<file path="src/rtl/pc_pkg.sv">
// Shared definitions for the PC / branch-resolution stage: FSM state encoding,
// PC increment and target alignment mask.
package pc_pkg;

    typedef enum logic [1:0] {
        ST_BOOT  = 2'b00,
        ST_RUN   = 2'b01,
        ST_FLUSH = 2'b10
    } state_t;

    localparam int         PC_INC     = 4;
    // Applied to target bits [1:0]; all-zero forces word alignment.
    localparam logic [1:0] ALIGN_MASK = 2'b00;

endpackage

</file>
<file path="src/rtl/pc_branch_ctrl_stats.sv">
// branch_stats_cnt: two saturating event counters (branches resolved, branches
// taken). Only instantiated when BRANCH_STATS_EN is defined.
module branch_stats_cnt #(
    parameter int CNT_W = 16
) (
    input  logic             clk,
    input  logic             rst,
    input  logic             inc_total,
    input  logic             inc_taken,
    output logic [CNT_W-1:0] br_total,
    output logic [CNT_W-1:0] br_taken
);

    localparam logic [CNT_W-1:0] CNT_MAX = {CNT_W{1'b1}};

    always_ff @(posedge clk or posedge rst) begin
        if (rst) begin
            br_total <= '0;
            br_taken <= '0;
        end else begin
            if (inc_total && (br_total != CNT_MAX)) br_total <= br_total + CNT_W'(1);
            if (inc_taken && (br_taken != CNT_MAX)) br_taken <= br_taken + CNT_W'(1);
        end
    end

endmodule

</file>
<file path="src/rtl/pc_branch_ctrl.sv">
// PC register, branch resolution and post-redirect flush sequencing.
// Optional branch statistics counters are built when BRANCH_STATS_EN is defined.
//
// state | meaning
// BOOT  | first cycle after reset, PC held, fetch not yet valid
// RUN   | normal fetch; branches/jumps resolved and may redirect
// FLUSH | wrong-path window after a redirect; branch inputs ignored
module pc_branch_ctrl
    import pc_pkg::*;
#(
    parameter int               WIDTH        = 32,
    parameter logic [WIDTH-1:0] RESET_VEC    = '0,
    parameter int               FLUSH_CYCLES = 2,
    parameter int               CNT_W        = 16
) (
    input  logic             clk,
    input  logic             rst,
    input  logic             stall_i,
    input  logic             branch_i,
    input  logic             bne_sel_i,
    input  logic             beq_i,
    input  logic             jump_i,
    input  logic [WIDTH-1:0] ex_pc_i,
    input  logic [WIDTH-1:0] imm_i,
    output logic [WIDTH-1:0] pc_o,
    output logic             fetch_valid_o,
    output logic             flush_o,
`ifdef BRANCH_STATS_EN
    output logic [CNT_W-1:0] br_total_o,
    output logic [CNT_W-1:0] br_taken_o,
`endif
    output logic             redirect_o
);

    localparam int CNT_FW = (FLUSH_CYCLES > 1) ? $clog2(FLUSH_CYCLES) : 1;

    if (FLUSH_CYCLES < 1 || CNT_W < 1) begin : g_bad_param
        $error("pc_branch_ctrl: FLUSH_CYCLES and CNT_W must be >= 1");
    end

    state_t            state;
    logic [CNT_FW-1:0] cnt;
    logic              taken;
    logic [WIDTH-1:0]  sum;
    logic [WIDTH-1:0]  target;
    logic [WIDTH-1:0]  pc_inc;

    // A jump alone makes taken true, so it also wins over a concurrent branch.
    assign taken      = jump_i | (branch_i & (beq_i ^ bne_sel_i));
    assign redirect_o = taken & (state == ST_RUN);
    assign sum        = ex_pc_i + imm_i;
    assign target     = {sum[WIDTH-1:2], sum[1:0] & ALIGN_MASK};
    assign pc_inc     = pc_o + WIDTH'(PC_INC);

    always_ff @(posedge clk or posedge rst) begin
        if (rst) begin
            state         <= ST_BOOT;
            pc_o          <= RESET_VEC;
            fetch_valid_o <= 1'b0;
            flush_o       <= 1'b0;
            cnt           <= '0;
        end else begin
            case (state)
                ST_BOOT: begin
                    state         <= ST_RUN;
                    fetch_valid_o <= 1'b1;
                end
                ST_RUN: begin
                    fetch_valid_o <= 1'b1;
                    if (redirect_o) begin
                        pc_o    <= target;
                        flush_o <= 1'b1;
                        cnt     <= CNT_FW'(FLUSH_CYCLES - 1);
                        state   <= ST_FLUSH;
                    end else if (!stall_i) begin
                        pc_o <= pc_inc;
                    end
                end
                ST_FLUSH: begin
                    fetch_valid_o <= 1'b1;
                    if (!stall_i) pc_o <= pc_inc;
                    // The window counts cycles, not accepted fetches.
                    if (cnt == '0) begin
                        flush_o <= 1'b0;
                        state   <= ST_RUN;
                    end else begin
                        cnt <= cnt - CNT_FW'(1);
                    end
                end
                default: begin
                    state         <= ST_BOOT;
                    fetch_valid_o <= 1'b0;
                    flush_o       <= 1'b0;
                    cnt           <= '0;
                end
            endcase
        end
    end

`ifdef BRANCH_STATS_EN
    branch_stats_cnt #(
        .CNT_W (CNT_W)
    ) u_stats (
        .clk       (clk),
        .rst       (rst),
        .inc_total ((state == ST_RUN) & (branch_i | jump_i)),
        .inc_taken (redirect_o),
        .br_total  (br_total_o),
        .br_taken  (br_taken_o)
    );
`endif

endmodule

</file>
<file path="config.mk">
export PLATFORM = sky130hd
export DESIGN_NAME = pc_branch_ctrl
export DESIGN_NICKNAME = d
export VERILOG_FILES = /design/src/rtl/pc_pkg.sv /design/src/rtl/pc_branch_ctrl_stats.sv /design/src/rtl/pc_branch_ctrl.sv
export SDC_FILE = /design/constraint.sdc
export NUM_CORES = 1
export LEC_CHECK = 0
export CAP_MARGIN = 20
export CORE_ASPECT_RATIO = 0.8
export CORE_UTILIZATION = 25
export CTS_BUF_LIST = sky130_fd_sc_hd__clkbuf_8 sky130_fd_sc_hd__clkbuf_16
export CTS_CLUSTER_SIZE = 10
export DETAILED_ROUTE_END_ITERATION = 7
export PLACE_DENSITY = 0.54
export SLEW_MARGIN = 20
export SYNTH_ARGS = -nofsm -noshare
export SYNTH_HDL_FRONTEND = slang
export SYNTH_SLANG_ARGS = --single-unit
</file>
<file path="constraint.sdc">
create_clock -name clk -period 4.47 [get_ports clk]
set_input_delay 0.6705 -clock clk [delete_from_list [all_inputs] [get_ports clk]]
set_output_delay 0.6705 -clock clk [all_outputs]
set_load 0.02 [all_outputs]
</file>
==> results.md <==
* Worst-path clk slew at 50 ps
* GRT Overall Usage at between 10% and 20%
* Worst reg2reg path startpoint: state[1]
* Worst-path cell chain: clkdlybuf4s50_1 -> ha_1 -> a21oi_1 -> o21ai_0 -> o31ai_1 -> o21ai_0 -> o21ai_1 -> mux2i_1 -> o211ai_1
* Hold wc startpoint: pc_o[7]
* Die width at 143 um
* Die Area at roughly 16000 um2
* Row count at 40
* Distinct cells, synth at 72
* Synth async-reset ratio at 100%
* Sum of net half-perimeters after detailed placement at around 10000 um
* Worst path buffer plus inverter count at 1
* Most used cell, CP: o21ai_0
* Seq. cell area at between 800 and 900 um2
* Depth of the worst register-to-register path at 7
* Crit path DAT at 3140 ps
* Synth Register Bits at 35
* Worst Hold Class: flop to flop
* Number of diodes at 0
* Slew headroom at a little under half
* DRC violations left at 0
* Non-Filler Instances at ~830
* Synth Cell Area at 3970 um2
* Pleak at 2.16 nW
* Peak supply drop at about 250 uV
* Drt first pass iters at 5
* CP Launch Type: primary input
* Unrepaired setup endpoints after global routing: no
* Die span in y at between 100 and 150 um
* Critical Path Max Stage Delay at 410 ps
* RR Endpoint: pc_o[25]
* Worst Hold End: pc_o[7]
* Multi-input gate area at just under 3000 um2
* CP endpoint kind: flop
* First-pass GRT wire length at 20500 um
* Post-CTS sizing at 0
* WHS at between 500 and 600 ps
* I/O pin cnt at 106
* Final slew viol count at 0
* Routed Antenna Nets at 0
* Via Count at 4268
* Core Region at around 15000 um2
* Initial core utilization at between 20% and 30%
* Post-Synthesis Cells at 522
* Total routed wirelength at ~13000 um
* Count leader, synth: a21oi_1
* Synth cell count leaders: a21oi_1, nand2_1, o21ai_0
* Max cap viols at 0
* Longest Clk Path Bufs at 2
* Min-Delay Path Depth at 2
* Yosys warning count at 0
* Vias per inst at 5.17
* Period utilization at 67.4%
* Power after layout at roughly 2.7 mW
* F_max at 332 MHz
* CTS tree: built
* Setup CP Type: primary input to flop
* R2r setup slk at between 1500 and 2000 ps
* Delay-heaviest family, CP: compound AO/OA/AOI/OAI gates
* Largest net degree at the start of global routing at 51
* Vias in the first global route at a little under 4000
* Worst-Skew Late Latency at 270 ps
* Gr ovfl total at 0
* Synth Flop Type: dfrtp_1
* DR WL/cell at 15.4 um
* Fillers at roughly 1600
* Total clock sinks at 35
* GP Congestion at roughly 0.9
* Post-synth EDFFs at 0
* CTS root buf: clkbuf_16
* Status: complete, no violations
* Initial antenna violation count at 0
* Final Hold Fails at 0
* Area leader, netlist: dfrtp_1
* Post-placement cell count at 818
* Setup_tns at 0 ps
* Worst path slowest cell: clkdlybuf4s50_1
* Skew final at approximately 7.7 ps
* Clock period minus worst slack at roughly 3000 ps
* H-tree Lvls at 2
* Endpoints failing setup at 0
* Req. time, crit path at approximately 4600 ps
* PortBufs at 103
* Worst-Margin Slew at 812 ps
* Nets at 721
* Worst-path fanout max at 6
* Post-CTS Hold Buffers at 0
* 1st-iter DRT viols at about 330
* Post-CTS setup buffer count at 0
* Area share of the largest cell type after synthesis at 22.0%
* Num CTS Buffers at 5
* Area Growth Syn to Fin at 34.5%
* Layout cells sized above 1 at between 6 and 7%
* Power Density at between 400 and 500 nW/um2
* Mean Syn Cell Area at between 7 and 8 um2
* Sequential area share after synthesis at about 22%
* Synth top area cells: dfrtp_1, ha_1, a21oi_1
state kept, by name, summed over array words and instances (netlist names):
register,count
pc_o,30
cnt,1
flush_o,1
state,2
fetch_valid_o,1
metal layers:
metal	up-vias	global-route usage, %	wire, um
met1	2013	23.4	6480
met2	132	24.3	5590
met4	0	2.22	50
met3	8	1.67	638
li1	2115	-	-
met5	-	0	0
power breakdown:
group / internal [mW] / leakage, nW / switching [mW] / total (mW)
clock network: 0.201 / 0.0762 / 0.125 / 0.327
registers: 0.476 / 0.400 / 0.206 / 0.682
logic: 0.682 / 1.68 / 0.971 / 1.65
total: 1.36 / 2.16 / 1.30 / 2.66
how the worst max path moves through the flow:
stage                      from    endpoint  cells past startpoint
floorplan           ex_pc_i[27]    pc_o[28]                      8
global placement    ex_pc_i[16]    pc_o[31]                      9
detailed placement        beq_i    pc_o[25]                      8
CTS                   bne_sel_i  redirect_o                      5
global route              beq_i    pc_o[25]                      8
finish              ex_pc_i[16]    pc_o[31]                      9
final cells by class:
| type | count | share of cell area (%) |
|---|---|---|
| Multi-Input combinational cell | 448 | 55.0 |
| Timing Repair Buffer | 107 | 19.9 |
| Sequential cell | 35 | 16.4 |
| Tap cell | 210 | 4.92 |
| Clock buffer | 5 | 2.34 |
| Inverter | 18 | 1.26 |
| Clock inverter | 3 | 0.234 |
kinds of logic after synthesis:
kind of cell | share of synthesized area [%]
DFF | 22.0
other | 0.0944
muxes | 1.54
and+or+nand+nor | 23.7
buffers and inverters | 4.19
xor gates and xnor gates | 5.51
adders and majority gates | 11.0
AOI/OAI and AO/OA | 31.9
layout by cell type, fill, tap and decap left out, types with 5 or more instances in the layout:
cell | synthesis | routed
a21o_1 | 7 | 7
o21ai_0 | 53 | 53
clkdlybuf4s50_1 | 0 | 103
clkbuf_16 | 0 | 5
o21ai_1 | 6 | 6
xnor2_1 | 10 | 10
nor2_1 | 41 | 41
nand4_1 | 15 | 15
nor3_1 | 9 | 9
nor4_1 | 5 | 5
ha_1 | 35 | 35
inv_1 | 18 | 20
nand2_1 | 58 | 58
a21boi_0 | 5 | 5
nand3_1 | 15 | 15
a21oi_1 | 69 | 69
mux2i_1 | 5 | 5
dfrtp_1 | 35 | 35
o31ai_1 | 5 | 5
o21a_1 | 6 | 6
nor2b_1 | 5 | 5
xor2_1 | 15 | 15
and3_1 | 6 | 6
worst reg2reg max path: stages, from the launching register on:
cell and delay [ps]:
dfrtp_1 400, inv_1 110, ha_1 250, nor3b_2 700, and2_1 580, and3_1 250
mux2i_1 70, nand2_1 90
through the flow:
step | utilization, % | instance area, um2 | worst slack, ps
2_1_floorplan | - | 3980 | 2030
3_3_place_gp | 34.1 | 5210 | 1330
3_5_place_dp | 34.1 | 5210 | 1240
4_1_cts | 35.0 | 5340 | 1490
5_1_grt | 35.0 | 5340 | 1340
6_report | 35.0 | 5340 | 1460
Power figures use the tool's default switching activity.
